File: config.mk
export PLATFORM = sky130hd
export DESIGN_NAME = vec6_eval_sequencer
export DESIGN_NICKNAME = d
export VERILOG_FILES = /design/src/rtl/vseq_pkg.sv /design/src/rtl/vseq_misr.sv /design/src/rtl/vec6_eval_sequencer.sv
export SDC_FILE = /design/constraint.sdc
export NUM_CORES = 1
export LEC_CHECK = 0
export ABC_AREA = 1
export CORE_UTILIZATION = 50
export DETAILED_ROUTE_END_ITERATION = 6
export HOLD_SLACK_MARGIN = 0.02
export PLACE_DENSITY = 0.8
export SLEW_MARGIN = 25
export SYNTH_ARGS = -nofsm -noshare
export SYNTH_HDL_FRONTEND = slang
export SYNTH_SLANG_ARGS = --single-unit
File: constraint.sdc
create_clock -name clk -period 1.99 [get_ports clk]
set_input_delay 0.199 -clock clk [delete_from_list [all_inputs] [get_ports clk]]
set_output_delay 0.199 -clock clk [all_outputs]
set_load 0.02 [all_outputs]
File: src/rtl/vseq_pkg.sv
// Shared types and constants for the vec6 evaluation sequencer.
package vseq_pkg;

    localparam int unsigned X_W   = 6;
    localparam int unsigned SIG_W = 8;
    // MISR feedback taps: bits 7, 5, 4, 3
    localparam logic [SIG_W-1:0] SIG_TAPS = 8'b1011_1000;

    typedef enum logic [1:0] {
        StIdle,
        StDrive,
        StSample,
        StDone
    } state_e;

endpackage

File: src/rtl/vseq_misr.sv
// 8-bit multiple-input signature register folding {f_in, x_in} into the state on each enable.
module vseq_misr
    import vseq_pkg::*;
(
    input  logic             clk,
    input  logic             rst_n,
    input  logic             clr,
    input  logic             en,
    input  logic             f_in,
    input  logic [X_W-1:0]   x_in,
    output logic [SIG_W-1:0] sig
);

    logic [SIG_W-1:0] sig_q;
    logic [SIG_W-1:0] sig_d;
    logic             fb;

    always_comb begin
        fb    = ^(sig_q & SIG_TAPS);
        sig_d = sig_q;
        if (clr) begin
            sig_d = '0;
        end else if (en) begin
            sig_d = {sig_q[SIG_W-2:0], fb} ^ {{(SIG_W-X_W-1){1'b0}}, f_in, x_in};
        end
    end

    always_ff @(posedge clk or negedge rst_n) begin
        if (!rst_n) begin
            sig_q <= '0;
        end else begin
            sig_q <= sig_d;
        end
    end

    assign sig = sig_q;

endmodule

File: src/rtl/vec6_eval_sequencer.sv
// Applies programmed 6-bit patterns to the evaluation unit and records its output per pattern.
// Define VSEQ_SIG_EN to compile in the MISR signature; otherwise sig reads 8'h00.
module vec6_eval_sequencer
    import vseq_pkg::*;
#(
    parameter int unsigned  DEPTH  = 8,
    parameter int unsigned  SETTLE = 1,
    localparam int unsigned AW     = $clog2(DEPTH)
) (
    input  logic             clk,
    input  logic             rst_n,
    input  logic             cfg_we,
    input  logic [AW-1:0]    cfg_addr,
    input  logic [X_W-1:0]   cfg_data,
    input  logic             start,
    input  logic [AW:0]      count,
    output logic [X_W-1:0]   x_out,
    input  logic             f_in,
    output logic             busy,
    output logic             done,
    output logic [DEPTH-1:0] result,
    output logic [AW:0]      ones_cnt,
    output logic [SIG_W-1:0] sig
);

    localparam logic [AW:0] DepthC  = (AW+1)'(DEPTH);
    localparam logic [3:0]  SettleC = 4'(SETTLE);

    logic [X_W-1:0] mem [DEPTH];

    state_e           state_q, state_d;
    logic [AW-1:0]    idx_q, idx_d;
    logic [AW:0]      n_q, n_d;
    logic [3:0]       wait_q, wait_d;
    logic [X_W-1:0]   x_q, x_d;
    logic [DEPTH-1:0] result_q, result_d;
    logic [AW:0]      ones_q, ones_d;
    logic             accept;
    logic             sample;

    // Pattern memory is deliberately not reset.
    always_ff @(posedge clk) begin
        if (cfg_we && (state_q == StIdle)) begin
            mem[cfg_addr] <= cfg_data;
        end
    end

    always_comb begin
        state_d  = state_q;
        idx_d    = idx_q;
        n_d      = n_q;
        wait_d   = wait_q;
        x_d      = x_q;
        result_d = result_q;
        ones_d   = ones_q;
        accept   = 1'b0;
        sample   = 1'b0;
        unique case (state_q)
            StIdle: begin
                if (start) begin
                    accept   = 1'b1;
                    result_d = '0;
                    ones_d   = '0;
                    idx_d    = '0;
                    wait_d   = '0;
                    n_d      = (count > DepthC) ? DepthC : count;
                    if (n_d == '0) begin
                        state_d = StDone;
                    end else begin
                        // Same-cycle write to entry 0 must be seen by this run
                        x_d     = (cfg_we && (cfg_addr == '0)) ? cfg_data : mem[0];
                        state_d = StDrive;
                    end
                end
            end
            StDrive: begin
                if (wait_q == SettleC) begin
                    state_d = StSample;
                end else begin
                    wait_d = wait_q + 4'd1;
                end
            end
            StSample: begin
                sample           = 1'b1;
                result_d[idx_q]  = f_in;
                ones_d           = ones_q + (AW+1)'(f_in);
                if ({1'b0, idx_q} == (n_q - (AW+1)'(1))) begin
                    state_d = StDone;
                end else begin
                    idx_d   = idx_q + AW'(1);
                    x_d     = mem[idx_q + AW'(1)];
                    wait_d  = '0;
                    state_d = StDrive;
                end
            end
            StDone: begin
                state_d = StIdle;
            end
            default: begin
                state_d = StIdle;
            end
        endcase
    end

    always_ff @(posedge clk or negedge rst_n) begin
        if (!rst_n) begin
            state_q  <= StIdle;
            idx_q    <= '0;
            n_q      <= '0;
            wait_q   <= '0;
            x_q      <= '0;
            result_q <= '0;
            ones_q   <= '0;
        end else begin
            state_q  <= state_d;
            idx_q    <= idx_d;
            n_q      <= n_d;
            wait_q   <= wait_d;
            x_q      <= x_d;
            result_q <= result_d;
            ones_q   <= ones_d;
        end
    end

    assign x_out    = x_q;
    assign result   = result_q;
    assign ones_cnt = ones_q;
    assign busy     = (state_q != StIdle);
    assign done     = (state_q == StDone);

`ifdef VSEQ_SIG_EN
    vseq_misr u_misr (
        .clk   (clk),
        .rst_n (rst_n),
        .clr   (accept),
        .en    (sample),
        .f_in  (f_in),
        .x_in  (x_q),
        .sig   (sig)
    );
`else
    assign sig = '0;
`endif

endmodule

==> flow_metrics.py <==
metrics = {
    "status": {
        "run_status": "completed",
    },
    "sta": {
        "unrepaired_setup_endpoints_after_global_routing": "false",
        "fin_worst_skew_ns": 0.009188,
        "setup_ws_ns": 0.07654,
        "min_period_over_period": 0.9615,
        "post-route-min-period_ns": 1.913,
        "setup_violations": 0,
        "drv_slew": 0,
        "finalHoldViolCount": 0,
        "setup_tns_after_final_layout_ns": 0,
        "max_freq_mhz": 522.6,
    },
    "floorplan": {
        "floorplan.core_area_sq_mm": 0.007408,
        "die_width_microns": 90.62,
        "die_area_sq_mm": 0.008211,
        "rows": 31,
        "initial_utilization": 0.5300,
        "die_extent_in_y_microns": 90.62,
        "boundaryPins": 46,
    },
    "flow_run": {
        "number_of_max_capacitance_violations_reported": 0,
    },
    "routing": {
        "drtIter0Drc": 249,
        "drt.antenna.violating_nets": 0,
        "drc_markers": 0,
        "via_per_inst": 5.150,
        "drt-total-wl_microns": 8445,
        "drt_pre_antenna_iters": 5,
        "via_count": 3049,
        "post_drt_wl_per_cell_microns": 14.27,
    },
    "power": {
        "ir_worst_vdd_mv": 0.4972,
        "power_density_mw_per_mm2": 1228,
        "total_leakage_power_nw": 2.142,
    },
    "synthesis": {
        "post_synth_instance_area_sq_mm": 0.003926,
        "async_reset_ff_frac": 0.3924,
        "yosysSeqAreaShare": 0.5647,
        "synthCells": 433,
        "synthDominantAreaCellType": "edfxtp_1",
        "synthTopCellsByArea": "edfxtp_1 (37%), dfrtp_1 (20%), nand2_1 (11%)",
        "netlist.area_leader.share": 0.3671,
        "yosys_warnings": 0,
        "netlist-cell-type-count": 32,
        "synth_seq_cells": 79,
        "syn_avg_cell_area_sq_um": 9.068,
        "synth-main-ff-cell": "edfxtp_1",
        "synth-edff-count": 48,
    },
    "placement": {
        "globalplace.congestion": 0.8505,
        "dp_worst_setup_slack_ns": 0.2136,
        "place.detailed.hpwl_microns": 6059,
        "place.port_buffers": 37,
    },
    "clocking": {
        "cts.path.max_buffers": 2,
        "cts_sinks": 79,
        "cts-buffers-inserted": 9,
        "path_clk_slew_ns": 0.08,
        "post_cts_setup_buffers": 0,
        "cts.repair.resized": 0,
        "cts.hold.buffers_added": 0,
        "tritoncts_clock_tree": "yes",
        "cts-htree-levels": 3,
        "cts-root-buf": "clkbuf_8",
        "clkLatencyLatePin_ns": 0.35,
    },
    "worst_setup_path": {
        "critPathMaxStageDelay_ns": 0.62,
        "critical_path.top_delay_family": "buffers and inverters",
        "start_kind": "register",
        "rr_startpoint": "state_q[0]",
        "required_ns": 1.79,
        "crit_fanout": 5,
        "crit_chain": "nor2_2 > inv_2 > clkdlybuf4s50_1",
        "worst-setup-path-type": "register to primary output",
        "crit_arrival_ns": 1.71,
        "critPathLaunch": "state_q[0]",
        "critPathSlowestCell": "clkdlybuf4s50_1",
        "timing.critical_path.to_type": "primary output",
        "worst-path-buf-inv": 2,
    },
    "final_layout": {
        "finish.net_count": 512,
        "final_core_utilization": 0.6325,
        "num_antenna_cells": 0,
        "layout-drive-gt1-share": 0.1197,
        "area_delta_synth_final_pct": 19.34,
    },
    "grt": {
        "antenna_violations_before_repair": 0,
        "first_pass_grt_wire_length_microns": 14150,
        "global_route.usage.met3": 0.03704,
        "grt_pass1_vias": 3029,
        "groute.layer.met2.usage": 0.3864,
        "use_met1": 0.2757,
        "top_usage_layer": "met2",
        "grt_overflow_total": 0,
        "grt_start_max_net_pins": 32,
        "gr-usage-all-layers": 0.2240,
    },
    "worst_hold_path": {
        "min-delay-path-class": "input port to async pin",
    },
}
==> per-stage QoR <==
stage | total power [W] | hold WS [ns] | cells | instance area, sq um
floorplan | 0.003812 | -0.09659 | 440 | 3953
global placement | 0.004377 | 0.4858 | 576 | 4467
detailed placement | 0.004467 | 0.4894 | 576 | 4467
CTS | 0.005771 | 0.2383 | 592 | 4686
global route | 0.006129 | 0.2691 | 592 | 4686
finish | 0.005752 | 0.2439 | 592 | 4686
==> kinds of logic after synthesis <==
family,share of synthesized area
fa+ha+maj,0.01912
simple gates,0.2301
other cells,0.0009551
xor+xnor,0.01115
buf+inv,0.1048
flops,0.5647
compound gates,0.06915
==> path summary, 6_finish.rpt <==
| kind | to | slack (ns) | cells after the start |
|---|---|---|---|
| setup / recovery | busy | 0.08 | 3 |
| hold / removal | result[4] | 0.24 | 2 |
| setup reg to reg | mem[0][1] | 0.19 | 6 |
| hold reg to reg | x_out[5] | 0.51 | 2 |
| max in group asynchronous | x_out[3] | 1.45 | 2 |
| min in group clk | n_q[1] | 0.45 | 3 |
==> worst reg2reg max path: stages (launching register included) <==
cell and delay (ns):
dfrtp_1 0.48, nor2_2 0.20, inv_2 0.10, nor2_1 0.15, inv_1 0.11, nor4_1 0.26
buf_4 0.22
==> state kept, by name, indices dropped and copies added, names as in the netlist <==
register and count:
mem 48, idx_q 3, n_q 4, wait_q 4
result 8, ones_cnt 4, x_out 6, state_q 2
==> cell usage in the layout, fill, tap and decap left out, types with 2 or more instances in the layout <==
cell	count
a22o_1	2
o21ai_1	3
clkbuf_8	9
xor2_1	4
nor2_4	2
clkinvlp_4	3
bufinv_16	2
a21oi_1	16
nand2_2	4
nand3_1	48
nand2_1	118
nor2_1	17
buf_4	20
conb_1	8
o21ai_0	8
inv_1	71
nor3_1	4
or2_2	2
inv_2	4
nand3_2	2
ha_1	6
edfxtp_1	48
o22ai_1	8
o21ai_2	6
clkdlybuf4s50_1	37
nor2_2	2
dfrtp_1	31
==> where the power goes <==
part           total (W)  switching (W)  internal (W)
Clock            0.00131       0.000603      0.000706
Combinational    0.00224        0.00141      0.000829
Sequential       0.00220       0.000222       0.00198
Total            0.00575        0.00224       0.00351
==> cell usage after synthesis, types with 2 or more instances <==
master / count
nor2_2: 2
or2_2: 2
a22o_1: 2
nor3_1: 4
clkbuf_1: 6
nand2_1: 118
inv_2: 4
buf_2: 4
nand2_2: 4
o22ai_1: 8
o21ai_1: 3
nand3_1: 48
xor2_1: 4
a21oi_1: 16
o21ai_2: 6
nor2_1: 17
o21ai_0: 8
edfxtp_1: 48
nand3_2: 2
dfrtp_1: 31
nor2_4: 2
ha_1: 6
inv_1: 71
buf_4: 9
==> final cells by class <==
class	instances	area (sq um)
clock buffer	9	123.9
timing repair buffer	57	520.5
tap	99	123.9
sequential	79	2217
fill	617	2723
clock inverter	7	95.09
multi-input combinational	266	1324
inverter	75	281.5
==> layer usage <==
| layer | part of all wire | wire length, microns |
|---|---|---|
| met5 | 0 | 0 |
| met4 | 0.022 | 187 |
| met3 | 0.046 | 392 |
| met2 | 0.49 | 4165 |
| met1 | 0.44 | 3700 |
No activity file was read; power rests on OpenSTA's default activity.
